<file path="src/rtl/mips_defs_pkg.sv">
// Shared MIPS-subset encodings: opcodes, funct codes, ALU commands,
// register-destination selects and the fetch state encoding.
package mips_defs;

    localparam logic [5:0] OP_RTYPE = 6'h00;
    localparam logic [5:0] OP_J     = 6'h02;
    localparam logic [5:0] OP_JAL   = 6'h03;
    localparam logic [5:0] OP_BEQ   = 6'h04;
    localparam logic [5:0] OP_BNE   = 6'h05;
    localparam logic [5:0] OP_ADDI  = 6'h08;
    localparam logic [5:0] OP_XORI  = 6'h0e;
    localparam logic [5:0] OP_LW    = 6'h23;
    localparam logic [5:0] OP_SW    = 6'h2b;

    localparam logic [5:0] FN_JR    = 6'h08;
    localparam logic [5:0] FN_ADD   = 6'h20;
    localparam logic [5:0] FN_SUB   = 6'h22;
    localparam logic [5:0] FN_SLT   = 6'h2a;

    localparam logic [2:0] ALU_ADD  = 3'd0;
    localparam logic [2:0] ALU_SUB  = 3'd1;
    localparam logic [2:0] ALU_XOR  = 3'd2;
    localparam logic [2:0] ALU_SLT  = 3'd3;

    localparam logic [1:0] DST_RD   = 2'd0;
    localparam logic [1:0] DST_RT   = 2'd1;
    localparam logic [1:0] DST_R31  = 2'd2;

    typedef enum logic {
        ST_RUN  = 1'b0,
        ST_HALT = 1'b1
    } state_t;

endpackage

</file>
<file path="src/rtl/control_decode.sv">
// Purely combinational opcode/funct decode into datapath controls,
// control-transfer class flags and an illegal-instruction flag.
module control_decode
    import mips_defs::*;
(
    input  logic [5:0] op,
    input  logic [5:0] funct,
    output logic       reg_wr,
    output logic       mem_wr,
    output logic       mem_to_reg,
    output logic       alu_src,
    output logic [1:0] reg_dst,
    output logic [2:0] alu_cntrl,
    output logic       link_sel,
    output logic       is_beq,
    output logic       is_bne,
    output logic       is_jump,
    output logic       is_jr,
    output logic       illegal
);

    // Opcode/funct decode; unknown encodings leave every enable low.
    always_comb begin
        reg_wr     = 1'b0;
        mem_wr     = 1'b0;
        mem_to_reg = 1'b0;
        alu_src    = 1'b0;
        reg_dst    = DST_RD;
        alu_cntrl  = ALU_ADD;
        link_sel   = 1'b0;
        is_beq     = 1'b0;
        is_bne     = 1'b0;
        is_jump    = 1'b0;
        is_jr      = 1'b0;
        illegal    = 1'b0;
        case (op)
            OP_RTYPE: begin
                case (funct)
                    FN_ADD: begin
                        reg_wr = 1'b1;
                    end
                    FN_SUB: begin
                        reg_wr    = 1'b1;
                        alu_cntrl = ALU_SUB;
                    end
                    FN_SLT: begin
                        reg_wr    = 1'b1;
                        alu_cntrl = ALU_SLT;
                    end
                    FN_JR: begin
                        is_jr = 1'b1;
                    end
                    default: begin
                        illegal = 1'b1;
                    end
                endcase
            end
            OP_ADDI: begin
                reg_wr  = 1'b1;
                reg_dst = DST_RT;
                alu_src = 1'b1;
            end
            OP_XORI: begin
                reg_wr    = 1'b1;
                reg_dst   = DST_RT;
                alu_src   = 1'b1;
                alu_cntrl = ALU_XOR;
            end
            OP_LW: begin
                reg_wr     = 1'b1;
                reg_dst    = DST_RT;
                alu_src    = 1'b1;
                mem_to_reg = 1'b1;
            end
            OP_SW: begin
                mem_wr  = 1'b1;
                alu_src = 1'b1;
            end
            OP_BEQ: begin
                alu_cntrl = ALU_SUB;
                is_beq    = 1'b1;
            end
            OP_BNE: begin
                alu_cntrl = ALU_SUB;
                is_bne    = 1'b1;
            end
            OP_J: begin
                is_jump = 1'b1;
            end
            OP_JAL: begin
                is_jump  = 1'b1;
                reg_wr   = 1'b1;
                reg_dst  = DST_R31;
                link_sel = 1'b1;
            end
            default: begin
                illegal = 1'b1;
            end
        endcase
    end

endmodule

</file>
<file path="src/rtl/fetch_control.sv">
// Fetch/control stage: PC, RUN/HALT state, retired counter and next-PC
// resolution. Define DELAY_SLOT_EN for MIPS branch-delay-slot semantics.
module fetch_control
    import mips_defs::*;
#(
    parameter logic [31:0] RESET_PC = 32'h0000_0000,
    parameter int          COUNT_W  = 32
) (
    input  logic               clk,
    input  logic               reset,
    input  logic [31:0]        instr,
    input  logic               stall,
    input  logic               alu_zero,
    input  logic [31:0]        rs_data,
    output logic [31:0]        pc,
    output logic               RegWr,
    output logic               MemWr,
    output logic               MemToReg,
    output logic               ALUSrc,
    output logic [1:0]         RegDst,
    output logic [2:0]         ALUcntrl,
    output logic [4:0]         Rs,
    output logic [4:0]         Rt,
    output logic [4:0]         Rd,
    output logic [4:0]         R31,
    output logic [15:0]        imm16,
    output logic               link_sel,
    output logic [31:0]        link_addr,
    output logic               halted,
    output logic [COUNT_W-1:0] retired
);

    state_t               state_r, state_next_s;
    logic [31:0]          pc_r, pc_next_s, pc_plus4_s, target_s;
    logic [COUNT_W-1:0]   retired_r;
    logic                 dec_reg_wr_s, dec_mem_wr_s, dec_illegal_s;
    logic                 is_beq_s, is_bne_s, is_jump_s, is_jr_s;
    logic                 ctrl_xfer_s, taken_s, illegal_s, advance_s, retire_s;

    control_decode u_decode (
        .op         (instr[31:26]),
        .funct      (instr[5:0]),
        .reg_wr     (dec_reg_wr_s),
        .mem_wr     (dec_mem_wr_s),
        .mem_to_reg (MemToReg),
        .alu_src    (ALUSrc),
        .reg_dst    (RegDst),
        .alu_cntrl  (ALUcntrl),
        .link_sel   (link_sel),
        .is_beq     (is_beq_s),
        .is_bne     (is_bne_s),
        .is_jump    (is_jump_s),
        .is_jr      (is_jr_s),
        .illegal    (dec_illegal_s)
    );

    assign pc_plus4_s  = pc_r + 32'd4;
    assign ctrl_xfer_s = is_beq_s | is_bne_s | is_jump_s | is_jr_s;
    assign taken_s     = (is_beq_s & alu_zero) | (is_bne_s & ~alu_zero) | is_jump_s | is_jr_s;
    assign advance_s   = (state_r == ST_RUN) & ~stall;
    assign retire_s    = advance_s & ~illegal_s;

    // Redirect target for whichever control transfer is being decoded.
    always_comb begin
        target_s = pc_plus4_s + {{14{instr[15]}}, instr[15:0], 2'b00};
        if (is_jr_s) begin
            target_s = rs_data;
        end else if (is_jump_s) begin
            target_s = {pc_plus4_s[31:28], instr[25:0], 2'b00};
        end else begin
            target_s = pc_plus4_s + {{14{instr[15]}}, instr[15:0], 2'b00};
        end
    end

`ifdef DELAY_SLOT_EN
    logic        pending_valid_r;
    logic [31:0] pending_target_r;

    // A control transfer sitting in a delay slot is treated as illegal.
    assign illegal_s = dec_illegal_s | (pending_valid_r & ctrl_xfer_s);
    assign link_addr = pc_r + 32'd8;

    // Next PC: the slot instruction retires, then the stored target loads.
    always_comb begin
        pc_next_s = pc_plus4_s;
        if (pending_valid_r) begin
            pc_next_s = pending_target_r;
        end else begin
            pc_next_s = pc_plus4_s;
        end
    end

    // Pending redirect register; held across stalls and HALT.
    always_ff @(posedge clk) begin
        if (reset) begin
            pending_valid_r  <= 1'b0;
            pending_target_r <= 32'h0000_0000;
        end else if (retire_s) begin
            pending_valid_r  <= taken_s;
            pending_target_r <= taken_s ? target_s : pending_target_r;
        end else begin
            pending_valid_r  <= pending_valid_r;
            pending_target_r <= pending_target_r;
        end
    end
`else
    assign illegal_s = dec_illegal_s;
    assign link_addr = pc_plus4_s;

    // Next PC: redirects take effect on the same edge.
    always_comb begin
        pc_next_s = pc_plus4_s;
        if (taken_s && !ctrl_xfer_s) begin
            pc_next_s = pc_plus4_s;
        end else if (taken_s) begin
            pc_next_s = target_s;
        end else begin
            pc_next_s = pc_plus4_s;
        end
    end
`endif

    // RUN/HALT next-state; HALT is left only through reset.
    always_comb begin
        state_next_s = state_r;
        case (state_r)
            ST_RUN:  state_next_s = (advance_s && illegal_s) ? ST_HALT : ST_RUN;
            ST_HALT: state_next_s = ST_HALT;
            default: state_next_s = ST_RUN;
        endcase
    end

    // State, PC and saturating retired-instruction counter.
    always_ff @(posedge clk) begin
        if (reset) begin
            state_r   <= ST_RUN;
            pc_r      <= RESET_PC;
            retired_r <= '0;
        end else begin
            state_r <= state_next_s;
            if (retire_s) begin
                pc_r      <= pc_next_s;
                retired_r <= (retired_r == {COUNT_W{1'b1}}) ? retired_r : retired_r + COUNT_W'(1);
            end else begin
                pc_r      <= pc_r;
                retired_r <= retired_r;
            end
        end
    end

    assign RegWr   = dec_reg_wr_s & retire_s & ~reset;
    assign MemWr   = dec_mem_wr_s & retire_s & ~reset;
    assign pc      = pc_r;
    assign retired = retired_r;
    assign halted  = (state_r == ST_HALT);
    assign Rs      = instr[25:21];
    assign Rt      = instr[20:16];
    assign Rd      = instr[15:11];
    assign R31     = 5'd31;
    assign imm16   = instr[15:0];

endmodule

</file>
<file path="config.mk">
export PLATFORM = sky130hd
export DESIGN_NAME = fetch_control
export DESIGN_NICKNAME = d
export VERILOG_FILES = /design/src/rtl/mips_defs_pkg.sv /design/src/rtl/control_decode.sv /design/src/rtl/fetch_control.sv
export SDC_FILE = /design/constraint.sdc
export NUM_CORES = 1
export LEC_CHECK = 0
export CORE_MARGIN = 5
export CORE_UTILIZATION = 47
export CTS_BUF_LIST = sky130_fd_sc_hd__clkbuf_4 sky130_fd_sc_hd__clkbuf_8 sky130_fd_sc_hd__clkbuf_16
export CTS_CLUSTER_SIZE = 28
export DETAILED_ROUTE_END_ITERATION = 10
export PLACE_DENSITY = 0.83
export SYNTH_ARGS = -nofsm -noshare
export SYNTH_HDL_FRONTEND = slang
export SYNTH_SLANG_ARGS = --single-unit
export TNS_END_PERCENT = 100
</file>
<file path="constraint.sdc">
create_clock -name clk -period 4.2 [get_ports clk]
set_input_delay 0.63 -clock clk [delete_from_list [all_inputs] [get_ports clk]]
set_output_delay 0.63 -clock clk [all_outputs]
set_load 0.005 [all_outputs]
</file>
==> summary.txt <==
GRT
  • All-Layer GR Usage: 26.9%
  • Pin count of the biggest net entering global routing: 66
  • First-pass GRT wire length: 32800 um
  • Vias in the first global route: 6443
  • Antenna violations before repair: 0
  • Total grt overflow: 0

Synth
  • Fraction of registers with async set or reset after synthesis: 0%
  • Yosys reg bits: 65
  • Mean Syn Cell Area: 7.38 um2
  • Post-synth cell types: 68
  • Synth Warn #: 0
  • Cell area after synthesis: 6020 um2
  • Post-Synthesis Cells: 815
  • Ys flop type: dfxtp_1
  • Number of flops mapped to enable cells by yosys: 0
  • Sequential cell area fraction in the yosys report: 21.6%

Worst setup path
  • Arr. time, crit path: 3.33 ns
  • Max FO, Critical Path: 7
  • Critical path class: input port to primary output
  • Number of cells on the worst reg-to-reg path: 18
  • CP required: 3.57 ns
  • CP Launch Type: input port
  • Crit end category: primary output

Hold path
  • Min-Delay Path Depth: 2
  • Hold Crit Class: flip-flop to flip-flop

STA
  • Setup TNS: 0 ns
  • Fmax: 0.252 GHz
  • RSZ-0062 raised after global routing: no
  • Worst slew pin tran: 0.735 ns
  • Min Hold Slack: 0.502 ns
  • Period utilization: 94.4%
  • Max Slew Vio Count: 0
  • # setup viols final: 0
  • Fin. Hold Viols: 0
  • Clock skew after layout: 0.00751 ns
  • Final Critical Period: 3.96 ns
  • Relative slew slack: 51.0%

Job
  • Max-cap violations: 0

Pwr
  • Total design power: 1790 uW
  • Max IR drop VDD: 0.186 mV
  • Power per cell area: 209 nW/um2
  • Lkg Pwr: 0.00322 uW

Placed design
  • Gpl congestion: 0.940
  • Port Buffers: 204
  • HPWL Detailed: 15600 um

CTS
  • Worst-path clk slew: 0.06 ns
  • Post-CTS sizing: 0
  • CTS tree: yes
  • CTS H-tree lvls: 3
  • CTS root buf: clkbuf_16
  • Post-CTS Setup Repair Bufs: 0
  • Max Buffers Root-to-Sink: 2
  • Clock Sinks: 65
  • CTS hold repair buffers: 0
  • Worst-Skew Late Latency: 0.34 ns
  • Total CTS buffers: 9

Detailed routing
  • Starting DRC count in detailed routing: 685
  • DRC: 0
  • 1st-pass router iterations: 5
  • Drt wl/cell: 17.9 um
  • WL final: 20900 um
  • Vias per cell: 5.80
  • Antenna viol nets, final: 0
  • Via Count: 6791

Floorplan
  • IO Pins: 211
  • CORE AREA: 12600 um2
  • # rows: 41
  • Starting Density: 47.9%
  • Die area: 15200 um2
  • Chip height: 123 um
  • Die Wd: 123 um

Finish
  • Final core occ: 68.0%
  • Antenna Cells: 0
  • Final #Nets: 1099
  • Layout cells sized above 1: 9.52%
  • Fill cell instance count of the final layout: 1064
  • P&R area growth vs syn: 42.2%

Run status
  • Status: finished clean
critical path: stages:
cell and delay, ns:
clkdlybuf4s50_1 0.57, nor2b_1 0.24, a21oi_1 0.10, o31a_1 0.28, nor3_1 0.20, nand2_1 0.11
nor2_1 0.24, nor4bb_1 0.40, clkdlybuf4s50_1 0.57
metal layers:
| layer | routed length [um] | global-route usage [%] | vias up |
|---|---|---|---|
| li1 | - | - | 3292 |
| met3 | 1570 | 5.40 | 50 |
| met2 | 9720 | 43.5 | 287 |
| met5 | 0 | 0 | - |
| met1 | 9050 | 35.6 | 3162 |
| met4 | 594 | 9.55 | 0 |
state kept, by name, summed over array words and instances (netlist names):
signal	count
halted	1
retired	32
pc	32
placed cells by master (no fill, tap or decap), types with 11 or more instances in the layout:
cell type,synthesis,layout
clkdlybuf4s50_1,0,203
nor2_1,94,94
nand2_1,74,74
dfxtp_1,65,63
o21ai_0,60,60
a21oi_1,61,58
xnor2_1,40,37
buf_4,40,36
nand3_1,37,35
ha_1,37,34
xor2_1,32,30
a21o_1,18,18
nand4_1,15,15
o211ai_1,15,15
and3_1,15,14
or3_1,14,13
nor3_1,14,12
a211oi_1,11,11
power by group:
group	leakage (uW)	switching [uW]	internal (uW)
Sequential	0.000525	7.58	622
Combinational	0.00254	158	178
Clock	0.000149	296	528
Total	0.00322	461	1330
cells in the mapped netlist (3+ instances only):
library cell	number	area share (%)
a31oi_1	3	0.31
nand4_1	15	1.6
o31a_1	4	0.58
o21a_1	9	1.1
a21oi_1	61	5.1
a21boi_0	3	0.37
mux2i_1	5	0.83
o21ai_0	60	5.0
and2_1	4	0.42
a22oi_1	9	1.1
nor4_1	6	0.62
inv_1	9	0.56
ha_1	37	7.7
a211oi_1	11	1.4
o22ai_1	3	0.31
nand3b_1	3	0.37
clkbuf_1	30	1.9
a21o_1	18	2.2
a221oi_1	9	1.3
o31ai_1	3	0.37
nor2b_1	7	0.73
or2_2	5	0.52
xor2_1	32	4.7
dfxtp_1	65	22
nand2_1	74	4.6
and4_1	3	0.44
nor3_1	14	1.2
nor2_1	94	5.9
o211ai_1	15	1.9
or3_1	14	1.5
nand3_1	37	3.1
nand2b_1	5	0.52
buf_4	40	5.0
a311oi_1	6	0.87
buf_2	7	0.58
o311ai_0	3	0.44
xnor2_1	40	5.8
and3_1	15	1.6
per-stage QoR:
step / cells / area [um2] / setup WS (ns)
3_3_place_gp: 1154 / 8110 / 0.185
3_5_place_dp: 1154 / 8110 / 0.100
4_1_cts: 1170 / 8430 / 0.0861
6_report: 1170 / 8550 / 0.235
2_1_floorplan: 819 / 6030 / 0.451
5_1_grt: 1170 / 8550 / 0.00529
final timing paths:
kind / from / end / slack (ns)
max reg2reg: pc[3] / pc[31] / 0.30
min reg2reg: retired[11] / retired[11] / 0.50
min: retired[11] / retired[11] / 0.50
max: instr[29] / MemWr / 0.24
cell families (layout without fill, tap and decap cells):
kind of cell | count (synthesis) | after routing | share of synthesized area [%]
AO/OA/AOI/OAI | 236 | 236 | 25.2
XOR/XNOR | 72 | 72 | 10.5
adder cells (fa/ha/maj) | 38 | 38 | 8.03
buffers and inverters | 86 | 265 | 8.01
flip-flops | 65 | 65 | 21.6
multiplexers | 5 | 5 | 0.832
other | 2 | 6 | 0.125
AND/OR/NAND/NOR | 311 | 311 | 25.7
layout make-up:
class / count / area, um2 / share of cell area, %
tap: 172 / 215 / 2.52
clock inverter: 6 / 91.3 / 1.07
timing repair buffer: 240 / 2310 / 27.0
multi-input combinational: 668 / 4370 / 51.1
inverter: 9 / 33.8 / 0.395
sequential: 65 / 1300 / 15.2
clock buffer: 10 / 233 / 2.72
No activity file was read; power rests on OpenSTA's default activity.
